### src/rtl/mem_access_unit.sv
// Load/store front end between the execute stage and a word-addressed data RAM.
// Misaligned word/half accesses are split into two word accesses with a one-cycle stall.
package mem_access_pkg;
  localparam logic [5:0] ALU_LB  = 6'd16;
  localparam logic [5:0] ALU_LH  = 6'd17;
  localparam logic [5:0] ALU_LW  = 6'd18;
  localparam logic [5:0] ALU_LBU = 6'd19;
  localparam logic [5:0] ALU_LHU = 6'd20;
  localparam logic [5:0] ALU_SB  = 6'd21;
  localparam logic [5:0] ALU_SH  = 6'd22;
  localparam logic [5:0] ALU_SW  = 6'd23;
endpackage

module mem_access_unit
  import mem_access_pkg::*;
#(
  parameter int WORD_AW = 15
) (
  input  logic               clk,
  input  logic               rst,
  input  logic               is_load,
  input  logic               is_store,
  input  logic [5:0]         alucode,
  input  logic [31:0]        addr,
  input  logic [31:0]        w_data,
  output logic               stall,
  output logic               resp_valid,
  output logic [31:0]        r_data,
  output logic [WORD_AW-1:0] mem_addr,
  output logic               mem_we,
  output logic [3:0]         mem_be,
  output logic [31:0]        mem_wdata,
  input  logic [31:0]        mem_rdata
);

  typedef enum logic {IDLE, SECOND} state_e;

  state_e             state_q, state_d;
  logic [5:0]         lat_code;
  logic [WORD_AW-1:0] lat_w;
  logic [1:0]         lat_off;
  logic [31:0]        lat_wdata;
  logic [31:0]        hold_q;

  logic [5:0]  cur_code;
  logic [1:0]  cur_off;
  logic        code_ld, code_st, sign_ext;
  logic [2:0]  size_b;
  logic [3:0]  size_mask;
  logic [3:0]  end_byte;
  logic        split;
  logic        req_ld, req_st;
  logic [4:0]  sh_lo;
  logic [5:0]  sh_hi;
  logic        we_raw, load_done, capture;
  logic [31:0] load_word;
  logic        addr_unused;

  // Only the word-index and offset bits of the byte address reach the RAM.
  assign addr_unused = ^addr[31:WORD_AW+2];

  function automatic logic [31:0] extend(input logic [31:0] d, input logic [2:0] nb,
                                         input logic sx);
    case (nb)
      3'd1:    extend = {{24{sx & d[7]}}, d[7:0]};
      3'd2:    extend = {{16{sx & d[15]}}, d[15:0]};
      default: extend = d;
    endcase
  endfunction

  // During the second half the decode runs on the latched request, not the live inputs.
  always_comb begin
    // NOTE: every output of a combinational block gets a default first so no path infers a latch.
    cur_code  = (state_q == SECOND) ? lat_code : alucode;
    cur_off   = (state_q == SECOND) ? lat_off  : addr[1:0];
    code_ld   = 1'b0;
    code_st   = 1'b0;
    sign_ext  = 1'b0;
    size_b    = 3'd4;
    case (cur_code)
      ALU_LB:  begin code_ld = 1'b1; size_b = 3'd1; sign_ext = 1'b1; end
      ALU_LH:  begin code_ld = 1'b1; size_b = 3'd2; sign_ext = 1'b1; end
      ALU_LW:  begin code_ld = 1'b1; size_b = 3'd4; end
      ALU_LBU: begin code_ld = 1'b1; size_b = 3'd1; end
      ALU_LHU: begin code_ld = 1'b1; size_b = 3'd2; end
      ALU_SB:  begin code_st = 1'b1; size_b = 3'd1; end
      ALU_SH:  begin code_st = 1'b1; size_b = 3'd2; end
      ALU_SW:  begin code_st = 1'b1; size_b = 3'd4; end
      default: ;
    endcase
    case (size_b)
      3'd1:    size_mask = 4'b0001;
      3'd2:    size_mask = 4'b0011;
      default: size_mask = 4'b1111;
    endcase
    end_byte = {2'b00, cur_off} + {1'b0, size_b};
    split    = end_byte > 4'd4;
    req_ld   = is_load & ~is_store & code_ld;
    req_st   = is_store & ~is_load & code_st;
    sh_lo    = {cur_off, 3'b000};
    sh_hi    = 6'd32 - {1'b0, cur_off, 3'b000};
  end

  always_comb begin
    state_d   = state_q;
    stall     = 1'b0;
    mem_addr  = addr[WORD_AW+1:2];
    mem_be    = 4'b0000;
    mem_wdata = 32'h0;
    we_raw    = 1'b0;
    load_done = 1'b0;
    capture   = 1'b0;
    load_word = 32'h0;
    case (state_q)
      IDLE: begin
        if (req_ld || req_st) begin
          // Truncation to four lanes gives the first-half mask for split accesses too.
          mem_be    = size_mask << cur_off;
          mem_wdata = w_data << sh_lo;
          we_raw    = req_st;
          if (split) begin
            stall   = 1'b1;
            capture = 1'b1;
            state_d = SECOND;
          end else begin
            load_done = req_ld;
            load_word = mem_rdata >> sh_lo;
          end
        end
      end
      SECOND: begin
        mem_addr  = lat_w + WORD_AW'(1);
        mem_be    = 4'b1111 >> (4'd8 - end_byte);
        mem_wdata = lat_wdata >> sh_hi;
        we_raw    = code_st;
        load_done = code_ld;
        load_word = hold_q | (mem_rdata << sh_hi);
        state_d   = IDLE;
      end
      default: state_d = IDLE;
    endcase
    if (rst) stall = 1'b0;
  end

  // Gating the strobe with reset keeps an aborted split store from writing its second half.
  assign mem_we = we_raw & ~rst;

  always_ff @(posedge clk) begin
    // NOTE: sequential state is updated only with non-blocking assignments to avoid ordering races.
    if (rst) begin
      state_q    <= IDLE;
      resp_valid <= 1'b0;
      r_data     <= 32'h0;
      lat_code   <= 6'h0;
      lat_w      <= '0;
      lat_off    <= 2'b00;
      lat_wdata  <= 32'h0;
      hold_q     <= 32'h0;
    end else begin
      state_q    <= state_d;
      resp_valid <= load_done;
      if (load_done) r_data <= extend(load_word, size_b, sign_ext);
      if (capture) begin
        lat_code  <= alucode;
        lat_w     <= addr[WORD_AW+1:2];
        lat_off   <= addr[1:0];
        lat_wdata <= w_data;
        hold_q    <= mem_rdata >> sh_lo;
      end
    end
  end

endmodule
### config.mk
export PLATFORM = sky130hd
export DESIGN_NAME = mem_access_unit
export DESIGN_NICKNAME = d
export VERILOG_FILES = /design/src/rtl/mem_access_unit.sv
export SDC_FILE = /design/constraint.sdc
export NUM_CORES = 1
export LEC_CHECK = 0
export BUFFER_PORTS_ARGS = -buffer_cell sky130_fd_sc_hd__buf_2
export CELL_PAD_IN_SITES_DETAIL_PLACEMENT = 0
export CELL_PAD_IN_SITES_GLOBAL_PLACEMENT = 1
export CORE_ASPECT_RATIO = 1.25
export CORE_MARGIN = 3
export CORE_UTILIZATION = 35
export CTS_CLUSTER_SIZE = 14
export DETAILED_ROUTE_END_ITERATION = 6
export PLACE_DENSITY_LB_ADDON = 0.1
export SETUP_SLACK_MARGIN = 0.2
export SLEW_MARGIN = 15
export SYNTH_ARGS = -nofsm -noshare
export SYNTH_HDL_FRONTEND = slang
export SYNTH_SLANG_ARGS = --single-unit
### constraint.sdc
create_clock -name clk -period 4.07 [get_ports clk]
set_input_delay 0.2035 -clock clk [delete_from_list [all_inputs] [get_ports clk]]
set_output_delay 0.2035 -clock clk [all_outputs]
set_load 0.03 [all_outputs]
==> flow_summary.toml, run 1 <==
[setup_path]
slowest_stage = "fa_1"
crit_arrival_ps = 3640
slowest_delay_ps = 540
crit_type = "flip-flop to output port"
cp_common_cell = "ha_2"
cp.required_ps = 3870
startpoint_type = "flip-flop"
crit_path_end_kind = "output port"
crit_fanout = 10
critical_path.cell_chain = "nor4b_4 > a31oi_2 > nand2b_4 > ha_2 > nor2_1 > ha_2 > fa_1 > inv_2 > ha_4 > or2_2 > a311o_1 > nor3_2 > a221o_1 > buf_6"

[clocking]
clock_sinks = 121
numCtsBuffers = 17
cts_root_buf = "clkbuf_16"
clkTransAtPathRegs_ps = 60
clock_path_buffers = 2
hold_buffers = 0
h-tree-depth = 4
tritoncts = "built"
clk_latency_ps = 420

[finish]
areaGrowthSynthToFinish_pct = 25.5
layout.cells.non_filler = 1481
final_nets = 1309
n_antenna_cell = 0
drive_gt1_share_pct = 25.8

[routing]
ant_nets = 0
viasPerCell = 5.62
drc = 1
post_drt_wl_per_cell_um = 19.4
num_vias = 8326
drt_pass1_iterations = 7
wirelength_mm = 28.7
drt_iter0_drc = 647

[synth]
synthTopCellsByCount = "nand2_1, a21oi_1, dfxtp_1, nor2_1, clkbuf_1"
synth_warnings = 0
yosysTopAreaCell = "dfxtp_1"
synthMostInstantiatedCell = "nand2_1"
ys_ff_latch = 121
async_reset_ff_share_pct = 0
synth-edff-count = 0
synth_area_um2 = 7620
ys.flop_type = "dfxtp_1"
syn-num-nets = 1153
synth_seq_area_share_pct = 31.8
syn_avg_cell_area_um2 = 7.35
synthCells = 1038
yosysTopAreaCellShare_pct = 31.8
ys_types = 63
synth_area_leaders = "dfxtp_1, nand2_1, a21oi_1"

[power_and_ir_drop]
p_sw_share_pct = 28.8
powerDensity_nw_per_um2 = 333
combPwrFrac_pct = 15.1
p_clk_share_pct = 47.1
p_sw_uw = 919
p_leak_nw = 3.65
peakVddDrop_v = 0.000273
power_frac_seq_pct = 37.7
cellInternalPower_mw = 2.27

[die]
die_w_um = 138
core_area_um2 = 21100
io_pins = 192
die_h_um = 171
core.rowCount = 59
die-area_um2 = 23600
start_util_pct = 36.1

[run]
cap_violations = 0

[place]
port_buffers = 176
gp_congestion = 0.852
post-dp-hpwl_mm = 19.3
placedCellCount = 1439

[sta]
whs_ps = 29.5
slew_headroom_pct = 34.5
fmax_mhz = 260
tns_ps = 0
finalCriticalPeriod_ps = 3850
maxSlewViolCount = 0
fin_crit_sh_pct = 94.5
setup_viol = 0
hold_viol = 0
rsz0062_at_grt = "true"
tightest_slew_ps = 981
clock_skew_ps = 10.9

[global_routing]
grtUsageTotal_pct = 23.2
grt_max_degree = 78
grt_pass1_vias = 7730
grt_pass1_wl_mm = 44.0
grt.overflow.total = 0
antenna_found_initial = 1

[worst_hold_path]
hold_path.class = "primary input to flip-flop"

[run_status]
violations = "design-rule violations"
status = "finished with violations"
[cell usage in the layout, fill, tap and decap left out, drive strengths merged, types with 19 or more instances in the layout]
cell	instances
nand2	249
dfxtp	121
clkbuf	19
buf	224
nor2	62
nand2b	28
a222oi	22
mux2i	28
a21oi	155
nand3	22
o21ai	34
[worst max-delay path, delay by kind of cell, from the launching register on]
kind | cells | cell delay, ps
compound gates | 3 | 800
fa+ha+maj | 4 | 1060
buf+inv | 2 | 200
flops | 1 | 420
simple gates | 5 | 740
[path summary, 6_finish.rpt]
| check | from | to | slack, ps | cells past startpoint |
|---|---|---|---|---|
| hold reg to reg | hold_q[18] | hold_q[18] | 450 | 2 |
| setup reg to reg | state_q | hold_q[15] | 420 | 15 |
| setup / recovery | state_q | mem_be[3] | 220 | 14 |
| hold / removal | w_data[28] | lat_wdata[28] | 30 | 3 |
[final cells by class]
type,instances,area [um^2]
tap,274,343
clock buffer,19,433
timing repair buffer,224,1290
fill,2285,11500
inverter,9,33.8
multi-input combinational,821,4880
sequential,121,2430
clock inverter,13,148
[sequential cells by signal, indices dropped and copies added (netlist names)]
register and cells:
lat_code 6, lat_wdata 32, hold_q 32, state_q 1, r_data 32, resp_valid 1
lat_w 15, lat_off 2
[cell families after synthesis]
family	count (synthesis)	synth area share, %
multiplexers	48	6.97
flip-flops	121	31.8
AO/OA/AOI/OAI	318	26.8
adder cells (fa/ha/maj)	9	1.58
buffers and inverters	97	5.73
AND/OR/NAND/NOR	429	25.3
XOR/XNOR	16	1.84
[per-layer routing]
layer	track usage [%]	vias to the layer above	wire, um
met5	0	-	0
met4	6.40	0	525
met3	4.47	37	1930
met2	37.1	312	13400
met1	32.3	3932	12900
li1	-	4045	-
[repair_timing]
| item | 4_1_cts | 5_1_grt |
|---|---|---|
| endpoints found under the setup margin | 90 | 50 |
| setup buffers | 4 | 5 |
| cloned | 1 | 0 |
| hold endpoints to repair | 0 | 0 |
| gates resized for setup | 14 | 24 |
| pin swaps | 3 | 2 |
[stage by stage]
step	cell area [um^2]	total power, mW	utilization, %	setup slack [ps]
after global placement	8790	1.69	41.6	51.1
final	9570	3.19	45.3	223
after CTS	9460	3.22	44.8	211
after floorplan	7620	1.51	-	241
after global routing	9570	3.31	45.3	90.2
after detailed placement	8790	1.69	41.6	6.53
[power groups by stage]
| stage | sequential, mW | clock [mW] | combinational, mW |
|---|---|---|---|
| after global placement | 1.23 | 0 | 0.462 |
| after floorplan | 1.23 | 0 | 0.274 |
| after detailed placement | 1.23 | 0 | 0.461 |
| after CTS | 1.20 | 1.54 | 0.471 |
| final | 1.20 | 1.50 | 0.483 |
| after global routing | 1.20 | 1.59 | 0.521 |
No activity file was read; power rests on OpenSTA's default activity.
==> run 2: changes to the inputs <==
--- a/config.mk
+++ b/config.mk
@@ -10,12 +10,12 @@
 export CELL_PAD_IN_SITES_GLOBAL_PLACEMENT = 1
 export CORE_ASPECT_RATIO = 1.25
 export CORE_MARGIN = 3
-export CORE_UTILIZATION = 35
+export CORE_UTILIZATION = 36
+export CTS_BUF_LIST = sky130_fd_sc_hd__clkbuf_8
 export CTS_CLUSTER_SIZE = 14
 export DETAILED_ROUTE_END_ITERATION = 6
 export PLACE_DENSITY_LB_ADDON = 0.1
 export SETUP_SLACK_MARGIN = 0.2
-export SLEW_MARGIN = 15
 export SYNTH_ARGS = -nofsm -noshare
 export SYNTH_HDL_FRONTEND = slang
 export SYNTH_SLANG_ARGS = --single-unit
==> run 2 against run 1 <==
Routed wire length up 1.5%. Highest routed layer is now met5. Core utilization up 1.7 points. Maximum frequency up 0.52%. Combinational power up 4.3%. Sequential share of layout area down 0.15 points. Global-route usage up 1.5 points. Via count up 0.61%. Critical path depth up 2. Design area up 0.47%. The run still ends with design-rule violations left. Worst hold slack worse by 11 ps. First-iteration DRC count down 5.6%.
==> flow_summary.toml, run 2 (synthesized netlist as in run 1, its figures left out) <==
[sta]
fmax_mhz = 261
finalCriticalPeriod_ps = 3830
setup_viol = 0
slew_headroom_pct = 38.9
fin_crit_sh_pct = 94.0
clock_skew_ps = 10.6
maxSlewViolCount = 0
hold_viol = 0
rsz0062_at_grt = "true"
tightest_slew_ps = 917
tns_ps = 0

[die]
die-area_um2 = 23000
die_w_um = 136
die_h_um = 169
core_area_um2 = 20500
start_util_pct = 37.3
core.rowCount = 58
io_pins = 192

[power_and_ir_drop]
p_leak_nw = 3.61
powerDensity_nw_per_um2 = 292
peakVddDrop_v = 0.000180

[clocking]
cts_root_buf = "clkbuf_8"
clock_sinks = 121
clk_latency_ps = 450
clkTransAtPathRegs_ps = 70
clock_path_buffers = 2
h-tree-depth = 4
numCtsBuffers = 17
tritoncts = "built"

[finish]
drive_gt1_share_pct = 24.7
finish.utilization_pct = 47.0
mostFrequentLayoutCell = "nand2_1"
layout.cells.non_filler = 1495
multi_input_comb_area_um2 = 4920
final_nets = 1327
n_antenna_cell = 0
final_cell_mix = "nand2_1, buf_2, a21oi_1"
nFillCells = 2224
reg_top3 = "hold_q (32), lat_wdata (32), r_data (32)"
seq_area_um2 = 2430
areaGrowthSynthToFinish_pct = 26.1

[routing]
wirelength_mm = 29.1
ant_nets = 0
drt_pass1_iterations = 7
drc = 1
num_vias = 8377
post_drt_wl_per_cell_um = 19.5
viasPerCell = 5.60
drt_iter0_drc = 611

[place]
gp_congestion = 0.884
post-dp-hpwl_mm = 20.1
port_buffers = 176
placedCellCount = 1431

[setup_path]
crit_path_end_kind = "output port"
crit_arrival_ps = 3620
crit_fanout = 5
crit_type = "flip-flop to output port"
cp.required_ps = 3870
startpoint_type = "flip-flop"

[global_routing]
grt.overflow.total = 0
grt_pass1_vias = 7719
grt_max_degree = 77
grtUsageTotal_pct = 24.8
antenna_found_initial = 1
grt_pass1_wl_mm = 44.5

[run_status]
violations = "design-rule violations"
status = "finished with violations"

[run]
cap_violations = 0

[worst_hold_path]
hold_path.class = "primary input to flip-flop"
-- run 2: area by class of cell --
| type | instances | share of cell area [%] |
|---|---|---|
| sequential | 121 | 25.3 |
| multi-input combinational | 820 | 51.2 |
| inverter | 9 | 0.351 |
| tap | 270 | 3.51 |
| clock inverter | 13 | 1.34 |
| timing repair buffer | 243 | 15.6 |
| clock buffer | 19 | 2.72 |
-- run 2: worst paths after layout --
| path | depth (start not counted) | slack, ps | endpoint | from |
|---|---|---|---|---|
| min | 3 | 20 | lat_w[8] | addr[10] |
| max | 16 | 240 | mem_be[3] | lat_code[2] |
| min reg2reg | 2 | 450 | hold_q[24] | hold_q[24] |
| max reg2reg | 18 | 380 | r_data[12] | lat_code[2] |
-- run 2: worst max-delay path, cell delays in order (launching register included) --
cell and delay (ps):
dfxtp_4 370, xnor2_2 160, nand2_1 70, o211ai_1 90, o21ai_1 120, nand2b_4 110
ha_4 160, nor2_4 40, ha_4 160, fa_1 590, inv_2 60, ha_4 170
or2_4 220, a311o_1 380, nor3_2 200, a221o_1 140, buf_6 140
-- run 2: stage by stage --
step                      power (mW)  area [um^2]  worst slack, ps  hold WS, ps
after floorplan                 1.51         7620              241          339
after global placement          1.69         8760              276          440
after detailed placement        1.69         8760              182          443
after CTS                       2.83         9500              215         1.31
after global routing            2.94         9610             42.3         9.00
final                           2.81         9610              243         18.4
-- run 2: report_power, final --
group          internal [mW]  total, mW  leakage, nW  switching, mW
registers               1.19       1.20        0.978        0.00923
logic                  0.188      0.504         2.44          0.316
clock network          0.569       1.10        0.193          0.531
-- run 2: repair_timing --
action,4_1_cts,5_1_grt
buffers inserted,1,3
pin swaps,3,11
hold buffers,28,0
endpoints found under the hold margin,28,0
gates resized for setup,16,23
endpoints found under the setup margin,21,28
-- run 2: per-layer routing --
layer | up-vias | routed length (um) | GRT usage (%)
met1 | 3990 | 12600 | 32.8
met5 | - | 7 | 0
met2 | 273 | 14400 | 41.3
met3 | 32 | 1770 | 4.67
met4 | 2 | 422 | 6.66
li1 | 4080 | - | -
==> run 3: changes to the inputs <==
--- a/config.mk
+++ b/config.mk
@@ -14,7 +14,7 @@
 export CTS_BUF_LIST = sky130_fd_sc_hd__clkbuf_8
 export CTS_CLUSTER_SIZE = 14
 export DETAILED_ROUTE_END_ITERATION = 6
-export PLACE_DENSITY_LB_ADDON = 0.1
+export PLACE_DENSITY = 0.88
 export SETUP_SLACK_MARGIN = 0.2
 export SYNTH_ARGS = -nofsm -noshare
 export SYNTH_HDL_FRONTEND = slang
==> run 3 against run 2 <==
The flow still finishes with violations (design-rule violations). Count of clock-buffer cells in the layout shrank 2. Critical path depth shrank 1. Register-to-register slack gained 30 ps. Total power grew 5.2%.
==> flow_summary.toml, run 3 (synthesized netlist as in run 1, its figures left out) <==
[finish]
seq_area_um2 = 2430
drive_gt1_share_pct = 25.1
stdcell_area_um2 = 9820
reg_top3 = "hold_q (32), lat_wdata (32), r_data (32)"
finish.utilization_pct = 48.0
final_cell_mix = "nand2_1, buf_2, a21oi_1"
nFillCells = 2098
areaGrowthSynthToFinish_pct = 28.8
multi_input_comb_area_um2 = 4930
mostFrequentLayoutCell = "nand2_1"
final_nets = 1343

[run_status]
status = "finished with violations"
violations = "design-rule violations"

[setup_path]
crit_arrival_ps = 3670
crit_path_end_kind = "output port"
r2r_start = "state_q"
cp.required_ps = 3870
crit_fanout = 6
startpoint_type = "flip-flop"
ff2ff_setup_slack_ps = 410
crit_type = "flip-flop to output port"
worst_r2r_path_depth = 16
r2r_end = "r_data[15]"

[worst_hold_path]
hold-path-endpoint = "lat_wdata[1]"
hold_path.class = "primary input to flip-flop"
hold_start = "w_data[1]"
hold_path_depth = 3

[die]
core_area_um2 = 20500
die_w_um = 136
die-area_um2 = 23000
core.rowCount = 58
io_pins = 192
start_util_pct = 37.3
die_h_um = 169

[sta]
tns_ps = 0
maxSlewViolCount = 0
finalCriticalPeriod_ps = 3870
slew_headroom_pct = 49.0
worst_slack_ps = 198
tightest_slew_ps = 766
hold_viol = 0
fmax_mhz = 258
fin_crit_sh_pct = 95.1
clock_skew_ps = 18.3
setup_viol = 0
rsz0062_at_grt = "true"

[clocking]
h-tree-depth = 4
numCtsBuffers = 17
clock_path_buffers = 2
clk_latency_ps = 460
cts_root_buf = "clkbuf_8"
clock_sinks = 121
tritoncts = "built"
clkTransAtPathRegs_ps = 90

[power_and_ir_drop]
p_leak_nw = 3.72
peakVddDrop_v = 0.000209
cellInternalPower_mw = 2.07
powerDensity_nw_per_um2 = 301
p_clk_share_pct = 42.0
combPwrFrac_pct = 17.2
power_frac_seq_pct = 40.8
p_sw_share_pct = 29.9
p_sw_uw = 882

[global_routing]
grt.overflow.total = 0
grtUsageTotal_pct = 23.1
grt_max_degree = 60
antenna_found_initial = 1
grt_pass1_vias = 7923
grt_pass1_wl_mm = 42.3

[routing]
drt_pass1_iterations = 7
post_drt_wl_per_cell_um = 18.2
ant_nets = 0
viasPerCell = 5.75
drt_iter0_drc = 852
wirelength_mm = 27.5
num_vias = 8692
drc = 2

[run]
cap_violations = 0

[place]
place_area_um2 = 8730
gp_congestion = 0.877
post-dp-hpwl_mm = 18.6
port_buffers = 176
place_ws_ps = 103
## run 3: repair_timing
item	in CTS	in global routing
setup endpoints to repair	14	23
hold buffers	38	0
setup buffers	4	8
pin swaps	5	11
resized for setup	24	18
hold endpoints to repair	38	0
## run 3: per-stage QoR
stage	instances	power, mW	hold slack [ps]
2_1_floorplan	1038	1.51	339
3_3_place_gp	1429	1.68	435
3_5_place_dp	1429	1.68	444
4_1_cts	1503	2.96	1.48
5_1_grt	1512	3.07	7.43
6_report	1512	2.95	21.7
## run 3: power groups by stage
stage / Combinational [mW] / Sequential, mW / Clock [mW]
after floorplan: 0.274 / 1.23 / 0
after global placement: 0.447 / 1.23 / 0
after detailed placement: 0.450 / 1.23 / 0
after CTS: 0.489 / 1.20 / 1.27
after global routing: 0.549 / 1.20 / 1.32
final: 0.509 / 1.20 / 1.24
## run 3: how the worst max path moves through the flow
| stage | startpoint | to | slack, ps | cells after the start |
|---|---|---|---|---|
| global route | state_q | mem_be[3] | 40 | 15 |
| global placement | state_q | r_data[19] | 210 | 14 |
| CTS | state_q | mem_be[1] | 210 | 14 |
| detailed placement | state_q | r_data[19] | 100 | 14 |
| finish | lat_code[2] | mem_be[3] | 200 | 15 |
| floorplan | state_q | mem_be[2] | 240 | 15 |
## run 3: routing by layer
metal / vias to the layer above / share of wire, % / track usage (%)
met5: - / 0 / 0
met1: 4086 / 40 / 29.5
met3: 61 / 8.9 / 5.53
met2: 438 / 48 / 37.7
li1: 4107 / - / -
met4: 0 / 2.6 / 8.51
## run 3: cell type report
| class | instances | share of cell area [%] |
|---|---|---|
| clock inverters | 15 | 2.17 |
| multi-input cells | 820 | 50.2 |
| well taps | 270 | 3.44 |
| diodes | 1 | 0.0255 |
| flip-flops and latches | 121 | 24.8 |
| clock buffers | 17 | 2.38 |
| repair buffers | 259 | 16.7 |
| inverters | 9 | 0.344 |
## run 3: critical path: stages (launching register included)
cell and delay, ps:
dfxtp_4 370, buf_4 130, mux2i_1 180, a21oi_2 110, nand2b_4 100, ha_4 150
nor2_4 40, ha_4 160, fa_2 590, inv_2 60, ha_4 170, or2_2 290
a311o_1 370, nor3_2 200, a221o_1 150, buf_6 150
